===== config.mk =====
export PLATFORM = sky130hd
export DESIGN_NAME = display_0_99
export DESIGN_NICKNAME = d
export VERILOG_FILES = /design/src/rtl/disp_pkg.sv /design/src/rtl/bcd_7seg.sv /design/src/rtl/display_0_99.sv
export SDC_FILE = /design/constraint.sdc
export NUM_CORES = 1
export LEC_CHECK = 0
export CORE_ASPECT_RATIO = 0.8
export CORE_MARGIN = 4
export CORE_UTILIZATION = 45
export CTS_CLUSTER_DIAMETER = 100
export DETAILED_ROUTE_END_ITERATION = 10
export HOLD_SLACK_MARGIN = 0.05
export PLACE_DENSITY_LB_ADDON = 0.15
export SETUP_SLACK_MARGIN = 0.1
export SLEW_MARGIN = 25
export SYNTH_ARGS = -nofsm -noshare
export SYNTH_HDL_FRONTEND = slang
export SYNTH_HIERARCHICAL = 1
export SYNTH_SLANG_ARGS = --single-unit

===== constraint.sdc =====
create_clock -name clock -period 6.2 [get_ports clock]
set_clock_uncertainty 0.05 [all_clocks]
set_input_delay 0.62 -clock clock [delete_from_list [all_inputs] [get_ports clock]]
set_output_delay 0.62 -clock clock [all_outputs]
set_load 0.005 [all_outputs]

===== src/rtl/disp_pkg.sv =====
// Shared constants for the two-digit multiplexed 7-segment display.
// Segment patterns are active-low {g,f,e,d,c,b,a}; digit enables are active-low.
package disp_pkg;

    localparam logic [6:0] SEG_0    = 7'b1000000;
    localparam logic [6:0] SEG_1    = 7'b1111001;
    localparam logic [6:0] SEG_2    = 7'b0100100;
    localparam logic [6:0] SEG_3    = 7'b0110000;
    localparam logic [6:0] SEG_4    = 7'b0011001;
    localparam logic [6:0] SEG_5    = 7'b0010010;
    localparam logic [6:0] SEG_6    = 7'b0000010;
    localparam logic [6:0] SEG_7    = 7'b1111000;
    localparam logic [6:0] SEG_8    = 7'b0000000;
    localparam logic [6:0] SEG_9    = 7'b0010000;
    localparam logic [6:0] SEG_DASH = 7'b0111111;
    localparam logic [6:0] SEG_OFF  = 7'b1111111;

    localparam logic [1:0] AN_OFF   = 2'b11;
    localparam logic [1:0] AN_UNITS = 2'b10;
    localparam logic [1:0] AN_TENS  = 2'b01;

    typedef enum logic {
        DIGIT_UNITS = 1'b0,
        DIGIT_TENS  = 1'b1
    } digit_t;

endpackage


===== src/rtl/bcd_7seg.sv =====
// BCD to active-low 7-segment decoder; codes 10..15 show a dash.
module bcd_7seg
    import disp_pkg::*;
(
    input  logic [3:0] bcd,
    output logic [6:0] seg
);

    always_comb begin
        seg = SEG_DASH;
        case (bcd)
            4'd0:    seg = SEG_0;
            4'd1:    seg = SEG_1;
            4'd2:    seg = SEG_2;
            4'd3:    seg = SEG_3;
            4'd4:    seg = SEG_4;
            4'd5:    seg = SEG_5;
            4'd6:    seg = SEG_6;
            4'd7:    seg = SEG_7;
            4'd8:    seg = SEG_8;
            4'd9:    seg = SEG_9;
            default: seg = SEG_DASH;
        endcase
    end

endmodule


===== src/rtl/display_0_99.sv =====
// Two-digit time-multiplexed 7-segment driver with per-frame input snapshot,
// leading-zero blanking and whole-display blinking. All outputs are registered.
module display_0_99
    import disp_pkg::*;
#(
    parameter int REFRESH_DIV  = 50000,
    parameter int BLINK_FRAMES = 25
) (
    input  logic       clock,
    input  logic       reset,
    input  logic [3:0] units,
    input  logic [3:0] tens,
    input  logic       blank_lz,
    input  logic       blink_en,
    output logic [6:0] seg,
    output logic [1:0] an,
    output logic       frame_tick
);

    localparam int RW = (REFRESH_DIV > 1) ? $clog2(REFRESH_DIV) : 1;
    localparam int BW = (BLINK_FRAMES > 1) ? $clog2(BLINK_FRAMES) : 1;
    localparam logic [RW-1:0] REFRESH_LAST = RW'(REFRESH_DIV - 1);
    localparam logic [BW-1:0] BLINK_LAST   = BW'(BLINK_FRAMES - 1);

    logic [RW-1:0] refresh_cnt;
    digit_t        digit_sel;
    logic [BW-1:0] blink_cnt;
    logic          blink_phase;
    logic [3:0]    snap_tens;
    logic [3:0]    snap_units;

    logic          slot_end;
    logic          frame_end;
    logic [3:0]    shown_digit;
    logic [6:0]    digit_pattern;
    logic [6:0]    seg_next;
    logic [1:0]    an_next;

    assign slot_end  = (refresh_cnt == REFRESH_LAST);
    assign frame_end = slot_end && (digit_sel == DIGIT_TENS);

    always_ff @(posedge clock or negedge reset) begin
        if (!reset) begin
            refresh_cnt <= '0;
            digit_sel   <= DIGIT_UNITS;
        end else if (slot_end) begin
            refresh_cnt <= '0;
            digit_sel   <= (digit_sel == DIGIT_UNITS) ? DIGIT_TENS : DIGIT_UNITS;
        end else begin
            refresh_cnt <= refresh_cnt + RW'(1);
        end
    end

    // Inputs are captured only at the frame boundary so a frame never mixes two values.
    always_ff @(posedge clock or negedge reset) begin
        if (!reset) begin
            snap_tens  <= 4'd0;
            snap_units <= 4'd0;
        end else if (frame_end) begin
            snap_tens  <= tens;
            snap_units <= units;
        end
    end

    always_ff @(posedge clock or negedge reset) begin
        if (!reset) begin
            blink_cnt   <= '0;
            blink_phase <= 1'b1;
        end else if (!blink_en) begin
            blink_cnt   <= '0;
            blink_phase <= 1'b1;
        end else if (frame_end) begin
            if (blink_cnt == BLINK_LAST) begin
                blink_cnt   <= '0;
                blink_phase <= ~blink_phase;
            end else begin
                blink_cnt   <= blink_cnt + BW'(1);
            end
        end
    end

    assign shown_digit = (digit_sel == DIGIT_TENS) ? snap_tens : snap_units;

    bcd_7seg u_decoder (
        .bcd (shown_digit),
        .seg (digit_pattern)
    );

    always_comb begin
        an_next  = AN_OFF;
        seg_next = SEG_OFF;
        if (blink_phase &&
            !((digit_sel == DIGIT_TENS) && (snap_tens == 4'd0) && blank_lz)) begin
            an_next  = (digit_sel == DIGIT_TENS) ? AN_TENS : AN_UNITS;
            seg_next = digit_pattern;
        end
    end

    always_ff @(posedge clock or negedge reset) begin
        if (!reset) begin
            seg        <= SEG_OFF;
            an         <= AN_OFF;
            frame_tick <= 1'b0;
        end else begin
            seg        <= seg_next;
            an         <= an_next;
            frame_tick <= frame_end;
        end
    end

endmodule

==> metrics.yaml <==
grt_max_degree: 42
placed_cell_area_um2: 2290
ff2ff_setup_slack_ns: 3.94
clk_latency_ns: 0.29
critical_path_required_ns: 6.33
antenna_found_initial: 0
postLayoutCoreUtil_pct: 55.7
drive_gt1_share_pct: 13.6
ctsLongestPathBuffers: 2
wl_per_cell_um: 13.6
ys_ff_latch: 41
gp_congestion: 0.827
nNetsFinal: 247
hold_violations: 0
cts_buffers: 5
htreeDepth: 2
cp.arrival_ns: 2.39
final_common_cell: "nand2_1"
r2r_end: "blink_cnt[2]"
synth_edf_count: 0
status: "finished, final reports clean"
dp_slack_ns: 3.64
fin_crit_sh_pct: 36.4
diodes: 0
die-area_um2: 5710
fmax_mhz: 443
vias: 1475
gr-total-overflow: 0
ant_nets: 0
areaGrowthSynthToFinish_pct: 16.1
ys_seq_area_share_pct: 50.6
coreArea_um2: 4280
drc: 0
maxCapViolCount: 0
grt_pass1_vias: 1493
worst_pin_slew_ns: 0.882
root_buffer: "clkbuf_8"
viasPerCell: 5.18
synth_nets: 225
worst_setup_path_start_kind: "register"
hpwl_mm: 2.90
worst_slack_ns: 3.94
hold_path_class: "in -> async"
max-vdd-ir-drop_uv: 104
port_buffers: 21
mostFrequentLayoutCells: "nand2_1, dfrtp_1, clkdlybuf4s50_1"
cts_setup_buffers: 0
drt_iter0_drc: 68
drt_wl_total_mm: 3.89
synth_ff_type: "dfrtp_1"
die_w_um: 83.5
crit_path_end_kind: "register"
maxSlewViolCount: 0
p_leak_nw: 1.06
initial_core_util_pct: 47.9
rsz0062_at_grt: "no"
async_flop_share_pct: 100
setup_viol: 0
num_rows: 21
max_slew_margin_pct: 41.2
worstPathMaxFanout: 15
postSynthAreaPerCell_um2: 10.0
io_pins: 22
cts_hold_buf: 0
grt_use_total_pct: 15.4
crit-reg2reg-launch: "refresh_cnt[13]"
ys_warn_count: 6
fin_setup_tns_ns: 0
syn_area_um2: 2050
cts_tree: "yes"
setup.worst_path.class: "reg -> reg"
first_pass_iters: 4
synthCells: 205
r2r_cells: 4
clk_pin_slew_ns: 0.08
period_needed_ns: 2.26
power_density_nw_per_um2: 189
cts_sinks: 41
final_cell_area_um2: 2380
die_h_um: 68.4
synth.distinct_cells: 41
grt_pass1_wl_mm: 6.85
post_cts_resized: 0
[state kept, by name, indices dropped and copies added, names as in the netlist]
| register | flops |
|---|---|
| snap_units | 4 |
| blink_cnt | 5 |
| digit_sel | 1 |
| seg | 7 |
| frame_tick | 1 |
| blink_phase | 1 |
| refresh_cnt | 16 |
| an | 2 |
| snap_tens | 4 |
[area by class of cell]
class	count	area [um2]
clock buffers	5	68.8
clock inverters	3	16.3
fillers	382	1900
inverters	8	30.0
multi-input cells	150	953
flip-flops and latches	41	1040
well taps	57	71.3
repair buffers	21	205
[critical path: stages, from the launching register on]
cell	delay [ns]
dfrtp_1	0.42
or4bb_1	0.66
nor4_4	0.65
a21oi_1	0.15
a41o_1	0.23
[how the worst max path moves through the flow]
stage	startpoint	endpoint	depth (start not counted)
floorplan	refresh_cnt[4]	blink_phase	5
global placement	refresh_cnt[4]	blink_cnt[2]	4
detailed placement	refresh_cnt[13]	blink_cnt[2]	4
CTS	refresh_cnt[13]	blink_cnt[2]	4
global route	refresh_cnt[13]	blink_cnt[2]	4
finish	refresh_cnt[13]	blink_cnt[2]	4
[routing by layer]
layer  vias to the layer above  share of wire (%)  track usage (%)
met5                         -                  0                0
met4                         0                1.2             6.63
met3                         5                4.1             3.97
met2                        32                 43             24.0
met1                       708                 52             20.8
li1                        730                  -                -
[cells by family after synthesis]
group	Yosys count	share of synthesized area, %
AOI/OAI and AO/OA	18	5.91
xor gates and xnor gates	14	5.97
adders and majority gates	8	4.88
buffers and inverters	14	3.41
DFF	41	50.6
muxes	4	2.19
and+or+nand+nor	106	27.1
[cell usage after synthesis, types with 2 or more instances]
| library cell | n | area, um2 |
|---|---|---|
| dfstp_2 | 10 | 263 |
| or2_1 | 6 | 37.5 |
| inv_1 | 8 | 30.0 |
| nor2_1 | 18 | 67.6 |
| nand4bb_1 | 2 | 22.5 |
| clkbuf_1 | 2 | 7.51 |
| nand2b_1 | 3 | 18.8 |
| xnor2_1 | 8 | 70.1 |
| nand3_1 | 10 | 50.1 |
| nand4_1 | 5 | 31.3 |
| nor4_1 | 4 | 25.0 |
| dfrtp_1 | 31 | 776 |
| ha_1 | 8 | 100 |
| o21ai_0 | 4 | 20.0 |
| buf_2 | 2 | 10.0 |
| nor3_1 | 4 | 20.0 |
| xor2_1 | 6 | 52.6 |
| buf_6 | 2 | 22.5 |
| nor2b_1 | 3 | 18.8 |
| mux2_2 | 4 | 45.0 |
| a21oi_1 | 5 | 25.0 |
| o211a_1 | 2 | 20.0 |
| nand2_1 | 40 | 150 |
[stage by stage]
stage | total power, mW | cells | hold slack (ns)
after global placement | 0.286 | 277 | 0.402
after CTS | 0.455 | 285 | 0.419
final | 0.450 | 285 | 0.399
after global routing | 0.470 | 285 | 0.462
after detailed placement | 0.286 | 277 | 0.408
after floorplan | 0.274 | 205 | 0.274
[power by group]
part | internal [mW] | total, mW | switching (mW)
combinational | 0.00619 | 0.0133 | 0.00712
clock | 0.0780 | 0.170 | 0.0916
sequential | 0.268 | 0.268 | 0.0000000000000000139
(Power assumes the default switching activity.)
